[config.mk]
export PLATFORM = sky130hd
export DESIGN_NAME = freq_gate_sequencer
export DESIGN_NICKNAME = d
export VERILOG_FILES = /design/src/rtl/freq_gate_sequencer.sv
export SDC_FILE = /design/constraint.sdc
export NUM_CORES = 1
export LEC_CHECK = 0
export BUFFER_PORTS_ARGS = -buffer_cell sky130_fd_sc_hd__buf_4
export CAP_MARGIN = 10
export CORE_ASPECT_RATIO = 0.5
export CORE_UTILIZATION = 55
export DETAILED_ROUTE_END_ITERATION = 8
export GPL_TIMING_DRIVEN = 0
export PLACE_DENSITY = 0.88
export SYNTH_ARGS = -nofsm -noshare
export SYNTH_HDL_FRONTEND = slang
export SYNTH_SLANG_ARGS = --single-unit
[constraint.sdc]
create_clock -name clk_ref_in -period 5.6 [get_ports clk_ref_in]
set_input_delay 0 -clock clk_ref_in [delete_from_list [all_inputs] [get_ports clk_ref_in]]
set_output_delay 0 -clock clk_ref_in [all_outputs]
set_load 0.05 [all_outputs]
[src/rtl/freq_gate_sequencer.sv]
`default_nettype none
// ============================================================================
// Module   : freq_gate_sequencer
// Purpose  : Measurement sequencer for the frequency counter. Issues a clear
//            pulse and a gate window to the clk_x edge counter, waits out a
//            settle period, latches the count and offers it to the display
//            formatter over a valid/ready handshake.
// Options  : FREQ_AUTORANGE_EN - adapt the range per measurement, with
//            gate_sel_in acting as the maximum range.
// Revision : 1.0 - initial release
// ============================================================================
module freq_gate_sequencer #(
  parameter int COUNT_W       = 32,
  parameter int GATE_BASE     = 1000,
  parameter int SETTLE_CYCLES = 4,
  parameter int LOW_THRESH    = 1000
) (
  input  logic               clk_ref_in,
  input  logic               reset_in,
  input  logic               enable_in,
  input  logic [1:0]         gate_sel_in,
  output logic               cnt_clear_out,
  output logic               cnt_gate_out,
  input  logic [COUNT_W-1:0] cnt_value_in,
  input  logic               cnt_ovf_in,
  output logic [COUNT_W-1:0] result_out,
  output logic [1:0]         result_range_out,
  output logic               result_ovf_out,
  output logic               result_valid_out,
  input  logic               result_ready_in,
  output logic               busy_out
);

  // The cycle counter times both the gate (GATE_BASE cycles per decade) and
  // the settle period, so it is sized for the larger of the two.
  localparam int CYC_MAX = (GATE_BASE > SETTLE_CYCLES) ? GATE_BASE : SETTLE_CYCLES;
  localparam int CYC_W   = $clog2(CYC_MAX + 1);

  typedef enum logic [2:0] {
    S_IDLE   = 3'd0,
    S_ARM    = 3'd1,
    S_GATE   = 3'd2,
    S_SETTLE = 3'd3,
    S_LATCH  = 3'd4,
    S_HOLD   = 3'd5
  } state_t;

  state_t               state_q, state_d;
  logic [CYC_W-1:0]     cyc_q, cyc_d;
  logic [9:0]           dec_q, dec_d;
  logic [1:0]           range_q, range_d;
  logic [COUNT_W-1:0]   result_q, result_d;
  logic [1:0]           res_range_q, res_range_d;
  logic                 res_ovf_q, res_ovf_d;
  logic [1:0]           arm_range;

  // Number of extra decades (10^range - 1) the gate spans beyond the first.
  function automatic logic [9:0] decade_load(input logic [1:0] r);
    case (r)
      2'd0:    decade_load = 10'd0;
      2'd1:    decade_load = 10'd9;
      2'd2:    decade_load = 10'd99;
      default: decade_load = 10'd999;
    endcase
  endfunction

`ifdef FREQ_AUTORANGE_EN
  logic [1:0] auto_q, auto_d;

  // Range proposed for the next ARM, capped by the requested maximum range.
  always_comb begin
    arm_range = (auto_q > gate_sel_in) ? gate_sel_in : auto_q;
  end
`else
  // Without autoranging the requested range is used directly.
  always_comb begin
    arm_range = gate_sel_in;
  end
`endif

  // Next-state and datapath updates for the measurement sequence.
  always_comb begin
    state_d     = state_q;
    cyc_d       = cyc_q;
    dec_d       = dec_q;
    range_d     = range_q;
    result_d    = result_q;
    res_range_d = res_range_q;
    res_ovf_d   = res_ovf_q;
`ifdef FREQ_AUTORANGE_EN
    auto_d      = auto_q;
`endif
    case (state_q)
      S_IDLE: begin
`ifdef FREQ_AUTORANGE_EN
        // Every fresh run starts from the requested range.
        auto_d = gate_sel_in;
`endif
        if (enable_in) state_d = S_ARM;
      end
      S_ARM: begin
        range_d = arm_range;
        cyc_d   = CYC_W'(GATE_BASE - 1);
        dec_d   = decade_load(arm_range);
        state_d = S_GATE;
      end
      S_GATE: begin
        if (cyc_q == '0) begin
          if (dec_q == '0) begin
            // Settle timing reuses the cycle counter.
            cyc_d   = CYC_W'(SETTLE_CYCLES - 1);
            state_d = S_SETTLE;
          end else begin
            cyc_d = CYC_W'(GATE_BASE - 1);
            dec_d = dec_q - 10'd1;
          end
        end else begin
          cyc_d = cyc_q - CYC_W'(1);
        end
      end
      S_SETTLE: begin
        if (cyc_q == '0) state_d = S_LATCH;
        else             cyc_d   = cyc_q - CYC_W'(1);
      end
      S_LATCH: begin
        result_d    = cnt_value_in;
        res_ovf_d   = cnt_ovf_in;
        res_range_d = range_q;
`ifdef FREQ_AUTORANGE_EN
        if (cnt_ovf_in && (range_q != 2'd0))
          auto_d = range_q - 2'd1;
        else if (!cnt_ovf_in && (cnt_value_in < COUNT_W'(LOW_THRESH)) &&
                 (range_q < gate_sel_in))
          auto_d = range_q + 2'd1;
        else
          auto_d = range_q;
`endif
        state_d = S_HOLD;
      end
      S_HOLD: begin
        if (result_ready_in) state_d = enable_in ? S_ARM : S_IDLE;
      end
      default: state_d = S_IDLE;
    endcase
  end

  // State and datapath registers; reset aborts any measurement in progress.
  always_ff @(posedge clk_ref_in) begin
    if (reset_in) begin
      state_q     <= S_IDLE;
      cyc_q       <= '0;
      dec_q       <= '0;
      range_q     <= '0;
      result_q    <= '0;
      res_range_q <= '0;
      res_ovf_q   <= 1'b0;
`ifdef FREQ_AUTORANGE_EN
      auto_q      <= '0;
`endif
    end else begin
      state_q     <= state_d;
      cyc_q       <= cyc_d;
      dec_q       <= dec_d;
      range_q     <= range_d;
      result_q    <= result_d;
      res_range_q <= res_range_d;
      res_ovf_q   <= res_ovf_d;
`ifdef FREQ_AUTORANGE_EN
      auto_q      <= auto_d;
`endif
    end
  end

  // Control outputs decode directly from the registered state.
  always_comb begin
    cnt_clear_out    = (state_q == S_ARM);
    cnt_gate_out     = (state_q == S_GATE);
    result_valid_out = (state_q == S_HOLD);
    busy_out         = (state_q != S_IDLE);
    result_out       = result_q;
    result_range_out = res_range_q;
    result_ovf_out   = res_ovf_q;
  end

endmodule
`default_nettype wire

==> impl_metrics.yaml <==
run:
  maxCapViolations: 0
cts:
  clk_latency_ps: 360
  root_buffer: "clkbuf_8"
  postCtsHoldBufs: 36
  htree_levels: 3
  cts.sinks: 60
  clk_pin_slew_ps: 80
  clockBufferDepth: 2
  cts.repair.resized: 0
  cts_tree: "built"
  cts_buffers: 9
  cts_setup_buffers: 0
logic_synthesis:
  synth_nets: 393
  synth.most_common_cell: "nand2_1"
  synthCells: 351
  yosysUniqueCellTypes: 45
  synth_area_leader_cell: "dfxtp_1"
  syn_area_per_cell_um2: 7.75
  ys_seq_elements: 60
  synth_area_leaders: "dfxtp_1 (44%), nand2_1 (12%), a21oi_1 (9.4%)"
  ys_async_sr_fraction_pct: 0
  synthFlopType: "dfxtp_1"
  synth_area_mm2: 0.00272
  ys_warn_count: 0
  synth.top_cell.area_share_pct: 44.1
  yosysSeqAreaShare_pct: 44.1
  synth_edf_count: 0
  ys_top_cells_by_count: "nand2_1 (87), dfxtp_1 (60), a21oi_1 (51)"
critical_path:
  endpoint_kind: "register"
  slowest_delay_ps: 500
  arrival_ps: 2780
  r2r_cells: 8
  startpoint_type: "register"
  crit_cells: 8
  cp_cell_sequence: "inv_1 -> ha_1 -> or4b_1 -> clkbuf_2 -> nor3_1 -> o22ai_1 -> a311oi_1 -> a2111oi_2"
  path_buf_inv: 2
  critPathMaxFanout: 7
  crit_type: "register to register"
  reg2reg_from: "dec_q[0]$_SDFFE_PP0P_"
  required_ps: 5830
  r2r_setup_slack_ps: 3050
  r2r-end: "cyc_q[5]$_SDFFE_PP0P_"
  critical-path-top-delay-family: "simple AND/OR/NAND/NOR gates"
  cpMaxStageDelayCell: "nor3_1"
grt:
  grt_pass1_wl_um: 15500
  gr-total-overflow: 0
  track_usage_pct: 39.9
  antenna_found_initial: 0
  grt_max_degree: 13
  grt_pass1_vias: 3321
layout:
  area_growth_pct: 44.8
  antenna_cells: 0
  stdcell_area_mm2: 0.00394
  fin_cells: 546
  final_nets: 517
  fillCellCount: 209
  final_util_pct: 86.2
  drive_gt1_share_pct: 23.1
power_and_ir_drop:
  p_leak_nw: 1.53
  ir_drop_v: 0.000245
  power.total_mw: 1.29
  cellPowerDensity_mw_per_mm2: 327
floorplanning:
  core-area_mm2: 0.00457
  ios: 78
  num_rows: 17
  dieArea_mm2: 0.00525
  start_util_pct: 59.5
  die_h_um: 51.7
  die_w_um: 101
timing:
  setup_slack_ps: 3050
  slew_headroom_pct: 33.8
  fmax_mhz: 392
  setup_tns_ps: 0
  period_share_pct: 45.6
  grt_setup_unrepaired: "false"
  finalCriticalPeriod_ps: 2550
  skew_ps: 10.8
  finalMaxSlewViolations: 0
  setup_viol: 0
  hold_viol_final: 0
  whs_ps: 32.4
  tightest_slew_ps: 985
drt:
  drc: 0
  ant_nets: 0
  drt_iter0_markers: 340
  wl_um: 9830
  vias_per_cell: 6.11
  wl_per_cell_um: 18.0
  num_vias: 3337
  first_pass_iters: 5
placed_design:
  placed_cells: 494
  gp_congestion: 0.892
  place_area_mm2: 0.00338
  place_ws_ps: 3230
  io_buffer_count: 77
  hpwl_um: 5170
hold_path:
  holdPathEnd: "state_q[0]$_SDFFE_PP0P_"
  hp-class: "input port to register"
  hold_start: "result_ready_in"
  hold_depth: 4
status:
  status: "finished clean"
==> metal layers <==
metal | track usage [%] | up-vias | part of all wire, %
li1 | - | 1466 | -
met1 | 43.2 | 1517 | 37
met2 | 68.5 | 277 | 47
met3 | 12.2 | 77 | 10
met4 | 27.8 | 0 | 5.6
met5 | 0 | - | 0
==> layout make-up <==
| class | count | area (µm²) | area share (%) |
|---|---|---|---|
| clock buffers | 9 | 124 | 3.14 |
| repair buffers | 113 | 938 | 23.8 |
| clock inverters | 7 | 75.1 | 1.90 |
| well taps | 66 | 82.6 | 2.10 |
| inverters | 11 | 41.3 | 1.05 |
| plain buffers | 22 | 87.6 | 2.22 |
| flip-flops and latches | 60 | 1200 | 30.5 |
| multi-input cells | 258 | 1390 | 35.3 |
==> where the power goes <==
part	internal (mW)	total (mW)	leakage (nW)	switching, mW
combinational	0.152	0.391	0.953	0.239
sequential	0.456	0.490	0.486	0.0344
clock	0.207	0.407	0.0923	0.200
==> worst register-to-register path, cell delays in order (launching register included) <==
cell and delay, ps:
dfxtp_1 350, inv_1 100, ha_1 220, or4b_1 460, clkbuf_2 190, nor3_1 500, o22ai_1 160, a311oi_1 360
a2111oi_2 90
==> registers in the layout (all words and copies together) (netlist names) <==
register          cells
result_out           32
result_ovf_out        1
result_range_out      2
range_q               2
cyc_q                10
state_q               3
dec_q                10
==> cell families after synthesis <==
logic type / after synthesis / share of synthesized area, %
simple gates: 155 / 26.7
compound gates: 94 / 21.0
flops: 60 / 44.1
buf+inv: 33 / 4.74
fa+ha+maj: 4 / 1.75
xor+xnor: 3 / 0.966
mux: 2 / 0.736
==> worst max path at each step <==
stage	from	endpoint	slack [ps]
global route	dec_q[0]$_SDFFE_PP0P_	cyc_q[5]$_SDFFE_PP0P_	2930
global placement	dec_q[0]$_SDFFE_PP0P_	cyc_q[5]$_SDFFE_PP0P_	3310
floorplan	dec_q[0]$_SDFFE_PP0P_	cyc_q[5]$_SDFFE_PP0P_	3520
finish	dec_q[0]$_SDFFE_PP0P_	cyc_q[5]$_SDFFE_PP0P_	3050
detailed placement	dec_q[0]$_SDFFE_PP0P_	cyc_q[5]$_SDFFE_PP0P_	3230
CTS	dec_q[0]$_SDFFE_PP0P_	cyc_q[5]$_SDFFE_PP0P_	3190
==> cells in the final DEF (no fill, tap or decap), types with 3 or more instances in the layout <==
| cell | Yosys | layout |
|---|---|---|
| o21ai_0 | 9 | 9 |
| nor3_1 | 10 | 10 |
| o21ai_1 | 9 | 9 |
| buf_4 | 0 | 77 |
| a21oi_1 | 51 | 51 |
| dlygate4sd3_1 | 0 | 36 |
| a311oi_1 | 4 | 4 |
| inv_1 | 10 | 10 |
| a31oi_1 | 4 | 4 |
| nor4_1 | 6 | 6 |
| dfxtp_1 | 60 | 60 |
| clkbuf_8 | 0 | 9 |
| ha_1 | 3 | 3 |
| nor2_1 | 24 | 24 |
| clkinvlp_4 | 0 | 3 |
| o22ai_1 | 3 | 3 |
| xnor2_1 | 3 | 3 |
| a211oi_1 | 4 | 4 |
| buf_2 | 3 | 3 |
| nand2_1 | 87 | 87 |
| nor2b_1 | 5 | 5 |
| clkbuf_1 | 18 | 18 |
Note: power is estimated with default switching activity, not from simulation.
